### config.mk
export PLATFORM = sky130hd
export DESIGN_NAME = bcd_key_arbiter
export DESIGN_NICKNAME = d
export VERILOG_FILES = /design/src/rtl/bcd_key_arbiter.sv
export SDC_FILE = /design/constraint.sdc
export NUM_CORES = 1
export LEC_CHECK = 0
export CAP_MARGIN = 20
export CORE_UTILIZATION = 45
export DETAILED_ROUTE_END_ITERATION = 12
export PLACE_DENSITY = 0.65
export SYNTH_ARGS = -nofsm -noshare
export SYNTH_HDL_FRONTEND = slang
export SYNTH_SLANG_ARGS = --single-unit
### constraint.sdc
create_clock -name test_clk -period 11.15 [get_ports test_clk]
set_input_delay 2.23 -clock test_clk [delete_from_list [all_inputs] [get_ports test_clk]]
set_output_delay 2.23 -clock test_clk [all_outputs]
set_load 0.005 [all_outputs]
### src/rtl/bcd_key_arbiter.sv
// Round-robin arbiter sharing one BCD encoder between nine key requesters.
// Rising key edges become pending requests; encoder results are queued in a small FIFO.
module bcd_key_arbiter #(
  parameter int unsigned FIFO_DEPTH = 4
) (
  input  logic                         test_clk,
  input  logic                         rstN,
  input  logic [9:1]                   key_req,
  output logic [9:1]                   enc_decimal,
  input  logic [3:0]                   enc_bcd,
  output logic [3:0]                   out_bcd,
  output logic                         out_valid,
  input  logic                         out_ready,
  output logic                         overrun,
  output logic                         enc_err,
  output logic                         busy,
  output logic [$clog2(FIFO_DEPTH):0]  fifo_count
);

  localparam int unsigned PtrW = $clog2(FIFO_DEPTH);
  localparam int unsigned CntW = PtrW + 1;

  typedef enum logic [1:0] {StIdle, StDrive, StCapture} state_e;

  state_e          state_q;
  logic [9:1]      pending_q, key_prev_q, enc_q;
  logic [3:0]      rr_ptr_q, grant_q;
  logic            overrun_q, enc_err_q;

  logic [3:0]      fifo_mem_q [FIFO_DEPTH];
  logic [PtrW-1:0] wr_ptr_q, rd_ptr_q;
  logic [CntW-1:0] count_q;
  logic [3:0]      last_q;

  logic [9:1]      rise, clr, pick_onehot;
  logic [3:0]      pick, idx;
  logic            found, push, pop;

  assign rise = key_req & ~key_prev_q;
  // enc_q still holds the granted one-hot while in CAPTURE
  assign clr  = (state_q == StCapture) ? enc_q : '0;
  assign push = (state_q == StCapture);
  assign pop  = out_valid && out_ready;

  // Round-robin search starting at rr_ptr_q, ascending, wrapping 9 -> 1
  always_comb begin
    found       = 1'b0;
    pick        = 4'd0;
    pick_onehot = '0;
    idx         = 4'd0;
    for (int i = 0; i < 9; i++) begin
      idx = 4'((int'(rr_ptr_q) + i - 1) % 9 + 1);
      if (!found && pending_q[idx]) begin
        found            = 1'b1;
        pick             = idx;
        pick_onehot[idx] = 1'b1;
      end
    end
  end

  always_ff @(posedge test_clk or negedge rstN) begin
    if (!rstN) begin
      state_q    <= StIdle;
      pending_q  <= '0;
      key_prev_q <= '0;
      enc_q      <= '0;
      rr_ptr_q   <= 4'd1;
      grant_q    <= 4'd0;
      overrun_q  <= 1'b0;
      enc_err_q  <= 1'b0;
    end else begin
      key_prev_q <= key_req;
      // A new rise on the key being cleared re-arms it rather than counting as overrun
      pending_q  <= (pending_q & ~clr) | rise;
      overrun_q  <= |(rise & pending_q & ~clr);
      enc_err_q  <= 1'b0;
      unique case (state_q)
        StIdle: begin
          if (found && (count_q < CntW'(FIFO_DEPTH))) begin
            grant_q  <= pick;
            enc_q    <= pick_onehot;
            rr_ptr_q <= (pick == 4'd9) ? 4'd1 : pick + 4'd1;
            state_q  <= StDrive;
          end
        end
        StDrive: state_q <= StCapture;
        StCapture: begin
          enc_err_q <= (enc_bcd != grant_q);
          enc_q     <= '0;
          state_q   <= StIdle;
        end
        default: begin
          enc_q   <= '0;
          state_q <= StIdle;
        end
      endcase
    end
  end

  always_ff @(posedge test_clk or negedge rstN) begin
    if (!rstN) begin
      for (int i = 0; i < FIFO_DEPTH; i++) fifo_mem_q[i] <= 4'd0;
      wr_ptr_q <= '0;
      rd_ptr_q <= '0;
      count_q  <= '0;
      last_q   <= 4'd0;
    end else begin
      if (push) begin
        fifo_mem_q[wr_ptr_q] <= enc_bcd;
        wr_ptr_q             <= wr_ptr_q + 1'b1;
      end
      if (pop) begin
        last_q   <= fifo_mem_q[rd_ptr_q];
        rd_ptr_q <= rd_ptr_q + 1'b1;
      end
      case ({push, pop})
        2'b10:   count_q <= count_q + 1'b1;
        2'b01:   count_q <= count_q - 1'b1;
        default: count_q <= count_q;
      endcase
    end
  end

  assign out_valid   = (count_q != '0);
  // Head when non-empty, otherwise the last value handed downstream
  assign out_bcd     = out_valid ? fifo_mem_q[rd_ptr_q] : last_q;
  assign fifo_count  = count_q;
  assign enc_decimal = enc_q;
  assign overrun     = overrun_q;
  assign enc_err     = enc_err_q;
  assign busy        = (state_q != StIdle);

endmodule

==> results.md, run 1 <==
* Die H at 147 um
* XOR/XNOR share of the synthesized area at 7.14%
* Port-buffer cells at 35
* Status: complete, no violations
* GRT Util Overall at 25.7%
* Synthesis-to-finish area growth at 8.66%
* Fmax achieved at 0.114 GHz
* Req. time, crit path at 11350 ps
* DR DRC count at 0
* Library cells used by synthesis at 121
* CP endpoint kind: flop
* Post-CTS sizing at 0
* Core area at 0.0204 mm2
* Antenna violations before repair at 0
* H-tree depth at 3
* Crit path max fanout at 26
* Gate Count Post-Synth at 1113
* Largest net degree at the start of global routing at 67
* Synthesized area per cell at 8.45 um2
* Post-DP HPWL at 20.8 mm
* Adder-Cell Fraction of Synth Area at 12.3%
* Slew HR at 13.8%
* Final worst-path cycle share at 78.3%
* Hold crit path type: flop to flop
* Clock skew at 6.45 ps
* Full die area at 0.0215 mm2
* WS Path Type: flop to flop
* Mapped Nets at 1221
* Vias after detailed routing at 8883
* First-pass detailed-route iteration total at 5
* Worst setup SP type: flop
* Slew @ Worst Pin at 1280 ps
* Synth Cell Area at 0.00941 mm2
* N_diodes at 0
* Fin Setup TNS at 0 ps
* Final hold vios at 0
* Top Ports at 36
* Sequential Area at 0.00165 mm2
* Hold_ws at 459 ps
* Final nets at 1233
* 1st-iter DRT viols at 801
* Pins Over Slew Limit at 0
* Post-route setup slack at 2410 ps
* Max Cap Violations at 0
* Total CTS buffers at 9
* Largest family of logic cells by synthesized area: simple AND/OR/NAND/NOR gates
* Sequential area share after synthesis at 17.6%
* Post-synthesis register bit count at 66
* Top FF cell, synth: dfrtp_1
* Routed wire length at 27.7 mm
* RSZ-0062 raised after global routing: false
* Vias per cell at 6.35
* Filler instances at 1902
* Row cnt at 52
* Ys async rst share at 100%
* Min cycle time layout at 8740 ps
* Multi-input logic area at 0.00726 mm2
* Commonest non-fill, non-tap cell in the layout: nand2_1
* Layout cells sized above 1 at 13.5%
* Max clock buf depth at 2
* Post-route ant nets at 0
* Post-synth EDFFs at 0
* Grt ovf at 0
* Syn. warnings at 0
* Setup bufs post-CTS at 0
* Highest-count cells in the layout ignoring fill and taps: nand2_1, ha_1, dfrtp_1
* First-pass GRT wire length at 44.1 mm
* CTS Sinks at 66
* CTS tree: built
* # setup viols final at 0
* Routed length per instance at 19.8 um
* Hold_buf cts at 0
* Vias in the first global route at 8101
* Root buf cell: clkbuf_16
* Pre-CTS setup slack at 2580 ps
* Routability cong. at 1.07
* Worst-Skew Late Latency at 330 ps
* Starting Density at 46.2%
* Chip width at 147 um
* Critical Path AT at 8940 ps
* Clock-pin slew on the worst setup and hold paths at 50 ps
* Mux contribution to synthesized area at 9.32%
* Synth Area in Compound Gates at 21.7%
* Synth Area in Simple Gates at 26.7%
## final timing paths
| kind | start | endpoint | slack [ps] | cells past startpoint |
|---|---|---|---|---|
| min in group asynchronous | rstN | key_prev_q[1] | 2080 | 2 |
| worst min register to register | key_prev_q[4] | pending_q[4] | 460 | 1 |
| worst min-delay path | key_prev_q[4] | pending_q[4] | 460 | 1 |
| worst max-delay path | rr_ptr_q[1] | rr_ptr_q[1] | 2410 | 24 |
| max in group asynchronous | rstN | fifo_mem_q[3] | 8520 | 2 |
| worst max register to register | rr_ptr_q[1] | rr_ptr_q[1] | 2410 | 24 |
## critical path, stage by stage, from the launching register on
cell and delay, ps:
dfrtp_1 750, inv_1 440, ha_1 1040, inv_2 320
ha_1 320, nor2_1 150, nand2_1 110, o21ai_1 210
xnor2_1 220, ha_1 280, nor4b_1 360, o221ai_2 260
xnor2_2 370, inv_1 140, ha_1 410, mux4_1 570
mux2_2 270, mux2_2 310, nor3_2 220, nand3_2 190
o41a_1 730, nand2b_2 310, inv_2 110, and4_1 160
or3_1 350
## registers in the layout, indices dropped and copies added (netlist names)
signal	count
fifo_mem_q	16
enc_decimal	9
key_prev_q	9
pending_q	9
grant_q	4
last_q	4
rr_ptr_q	4
fifo_count	3
rd_ptr_q	2
state_q	2
wr_ptr_q	2
enc_err	1
overrun	1
## logic make-up (layout without fill, tap and decap cells)
family                     Yosys count  in the layout
and+or+nand+nor                    452            452
DFF                                 66             66
muxes                               66             66
AOI/OAI and AO/OA                  268            268
xor gates and xnor gates            63             63
adders and majority gates           92             92
buffers and inverters              106            123
## area by class of cell
cell class	count	area share, %
clock buffers	10	2.34
clock inverters	6	0.881
flip-flops and latches	66	16.2
multi-input cells	941	71.0
repair buffers	42	3.89
well taps	270	3.30
inverters	65	2.39
## per-layer routing
layer | up-vias | global-route usage, % | wire [um]
li1 | 4177 | - | -
met2 | 351 | 40.4 | 12400
met4 | 0 | 7.55 | 796
met3 | 72 | 3.47 | 1900
met5 | - | 0 | 0
met1 | 4283 | 36.3 | 12700
## metrics by stage
stage	utilization, %	area, um2	std cells
after floorplan	-	9410	1113
after global placement	48.6	9890	1384
after detailed placement	48.6	9890	1384
after CTS	50.2	10200	1400
after global routing	50.2	10200	1400
final	50.2	10200	1400
## Yosys cell counts (7+ instances only)
| master | number | share of area (%) |
|---|---|---|
| ha_1 | 91 | 12 |
| a21o_1 | 10 | 0.80 |
| nor2_1 | 60 | 2.4 |
| nand3_1 | 35 | 1.9 |
| nand3b_1 | 7 | 0.56 |
| mux2_2 | 30 | 3.6 |
| o22ai_1 | 7 | 0.47 |
| a211oi_1 | 10 | 0.80 |
| clkbuf_1 | 15 | 0.60 |
| buf_2 | 11 | 0.59 |
| xnor2_2 | 10 | 1.7 |
| and4_1 | 11 | 1.0 |
| a31oi_1 | 18 | 1.2 |
| nand4_1 | 23 | 1.5 |
| mux2i_1 | 22 | 2.3 |
| or3_1 | 14 | 0.93 |
| nor3_1 | 34 | 1.8 |
| nand2_1 | 120 | 4.8 |
| o21ai_0 | 39 | 2.1 |
| and3_1 | 19 | 1.3 |
| nor2b_1 | 10 | 0.66 |
| xnor2_1 | 43 | 4.0 |
| and2_1 | 14 | 0.93 |
| o211ai_1 | 7 | 0.56 |
| nor4b_1 | 7 | 0.65 |
| dfrtp_1 | 65 | 17 |
| xor2_1 | 7 | 0.65 |
| or2_2 | 9 | 0.60 |
| nor3_2 | 8 | 0.85 |
| o21ai_1 | 9 | 0.48 |
| nor3b_1 | 7 | 0.56 |
| inv_1 | 59 | 2.4 |
| a21oi_1 | 45 | 2.4 |
| mux4_2 | 12 | 2.9 |
| o21a_1 | 7 | 0.56 |
| a311oi_1 | 12 | 1.1 |
| buf_6 | 9 | 1.1 |
| nand2b_1 | 26 | 1.7 |
Power of run 1 is left out: the tool's default activity adds up to more than one toggle a clock period on the data nets, which glitch-free logic cannot reach.
==> inputs of run 2 (changes only) <==
- PLACE_DENSITY: 0.65 -> 0.67
- clock period: 11.15 -> 7.2 ns (I/O delays scaled with it)
==> run 2 against run 1 <==
  * First-iteration DRC count rose by 0.87%
  * Clock-buffer cell count unchanged
  * Register-to-register slack got worse by 2100 ps
  * Sequential cell count unchanged
  * Cell area grew 3.6%
  * Hold slack improved by 15 ps
  * Critical path depth grew 1
  * Core utilization is 1.8 points higher
  * Non-clock buffer count rose by 32
  * Fmax is 27% higher
  * Wire length is 5.4% higher
  * Largest cell class unchanged
  * Die area unchanged
==> results.md, run 2 (same netlist as run 1, synthesis figures left out) <==
* Synthesis-to-finish area growth at 12.6%
* Die H at 147 um
* Post-route setup slack at 318 ps
* Final hold vios at 0
* Worst path slowest cell: ha_1
* Total CTS buffers at 9
* Max FFs per register at 16
* Vias after detailed routing at 9040
* CTS tree: built
* Commonest non-fill, non-tap cell in the layout: nand2_1
* Max Cap Violations at 0
* Clock-pin slew on the worst setup and hold paths at 60 ps
* Pre-CTS setup slack at 173 ps
* Final Cell Area at 0.0106 mm2
* Reg-to-reg slack, setup at 320 ps
* Top Ports at 36
* N_diodes at 0
* 1st-iter DRT viols at 808
* Port-buffer cells at 35
* Antenna violations before repair at 0
* Post-route ant nets at 0
* Routed length per instance at 20.4 um
* Placed Area at 0.0102 mm2
* Slew HR at 44.0%
* Row cnt at 52
* Hold_ws at 474 ps
* Fmax achieved at 0.145 GHz
* Req. time, crit path at 7400 ps
* Starting Density at 46.2%
* CP endpoint kind: flop
* Slew @ Worst Pin at 833 ps
* Hold crit path type: flop to flop
* Full die area at 0.0215 mm2
* Worst setup SP type: flop
* Vias per cell at 6.31
* Routability cong. at 1.02
* Layout cells sized above 1 at 17.6%
* GRT Util Overall at 27.4%
* Worst hold path startpoint: key_prev_q[4]
* FF-to-FF Start: rr_ptr_q[2]
* # setup viols final at 0
* H-tree depth at 3
* First-pass GRT wire length at 47.0 mm
* Crit-path max cell delay at 580 ps
* Core area at 0.0204 mm2
* Root buf cell: clkbuf_16
* Min cycle time layout at 6880 ps
* Crit path max fanout at 12
* First-pass detailed-route iteration total at 5
* CTS Sinks at 66
* Worst-Skew Late Latency at 330 ps
* Critical path startpoint: rr_ptr_q[2]
* Critical Path AT at 7080 ps
* Highest-count cells in the layout ignoring fill and taps: nand2_1, ha_1, dfrtp_1
* WP buf/inv at 3
* Max clock buf depth at 2
* Largest net degree at the start of global routing at 67
* Final nets at 1265
* Routed wire length at 29.3 mm
* Final worst-path cycle share at 95.6%
* Status: complete, no violations
* Clock skew at 7.90 ps
* Chip width at 147 um
* WS Path Type: flop to flop
* Vias in the first global route at 8684
* Pins Over Slew Limit at 0
* Post-layout util at 52.0%
* DR DRC count at 0
* Post-DP HPWL at 22.3 mm
* Top reg by flops: fifo_mem_q
* Crit-path leading delay family: simple AND/OR/NAND/NOR gates
* Grt ovf at 0
run 2: changes by cell type in the layout (fill, tap and decap cells not counted), moves of 3 or more:
cell   before  now
buf_4       7   38
ha_1       91   83
ha_2        0    5
ha_4        0    3
run 2: repair_timing:
| item | CTS | global route |
|---|---|---|
| endpoints found under the setup margin | 0 | 16 |
| setup buffers | 0 | 1 |
| hold buffers | 0 | 0 |
| resized for setup | 0 | 20 |
run 2: final timing paths:
kind / end / cells after the start
worst max-delay path: rr_ptr_q[1] / 25
worst min-delay path: pending_q[4] / 1
worst max register to register: rr_ptr_q[1] / 25
worst min register to register: pending_q[4] / 1
max in group asynchronous: fifo_mem_q[12] / 2
min in group asynchronous: key_prev_q[1] / 2
run 2: final cells by class:
| cell class | instances | area [um2] |
|---|---|---|
| clock buffer | 10 | 239 |
| clock inverter | 6 | 90.1 |
| fill | 1911 | 9770 |
| inverter | 65 | 244 |
| multi-input combinational | 941 | 7380 |
| sequential | 66 | 1650 |
| tap | 270 | 338 |
| timing repair buffer | 74 | 651 |
run 2: per-stage QoR:
stage | TNS, ps | std cells
CTS | 0 | 1431
global route | -39.7 | 1432
floorplan | 0 | 1113
detailed placement | 0 | 1415
finish | 0 | 1432
global placement | 0 | 1415
run 2: layer usage:
metal | routed length, um | GRT usage, % | vias to the layer above
li1 | - | - | 4254
met1 | 13100 | 36.9 | 4375
met3 | 1770 | 4.38 | 73
met5 | 0 | 0 | -
met2 | 13400 | 43.9 | 338
met4 | 971 | 10.1 | 0
Power of run 2 is left out for the same reason.
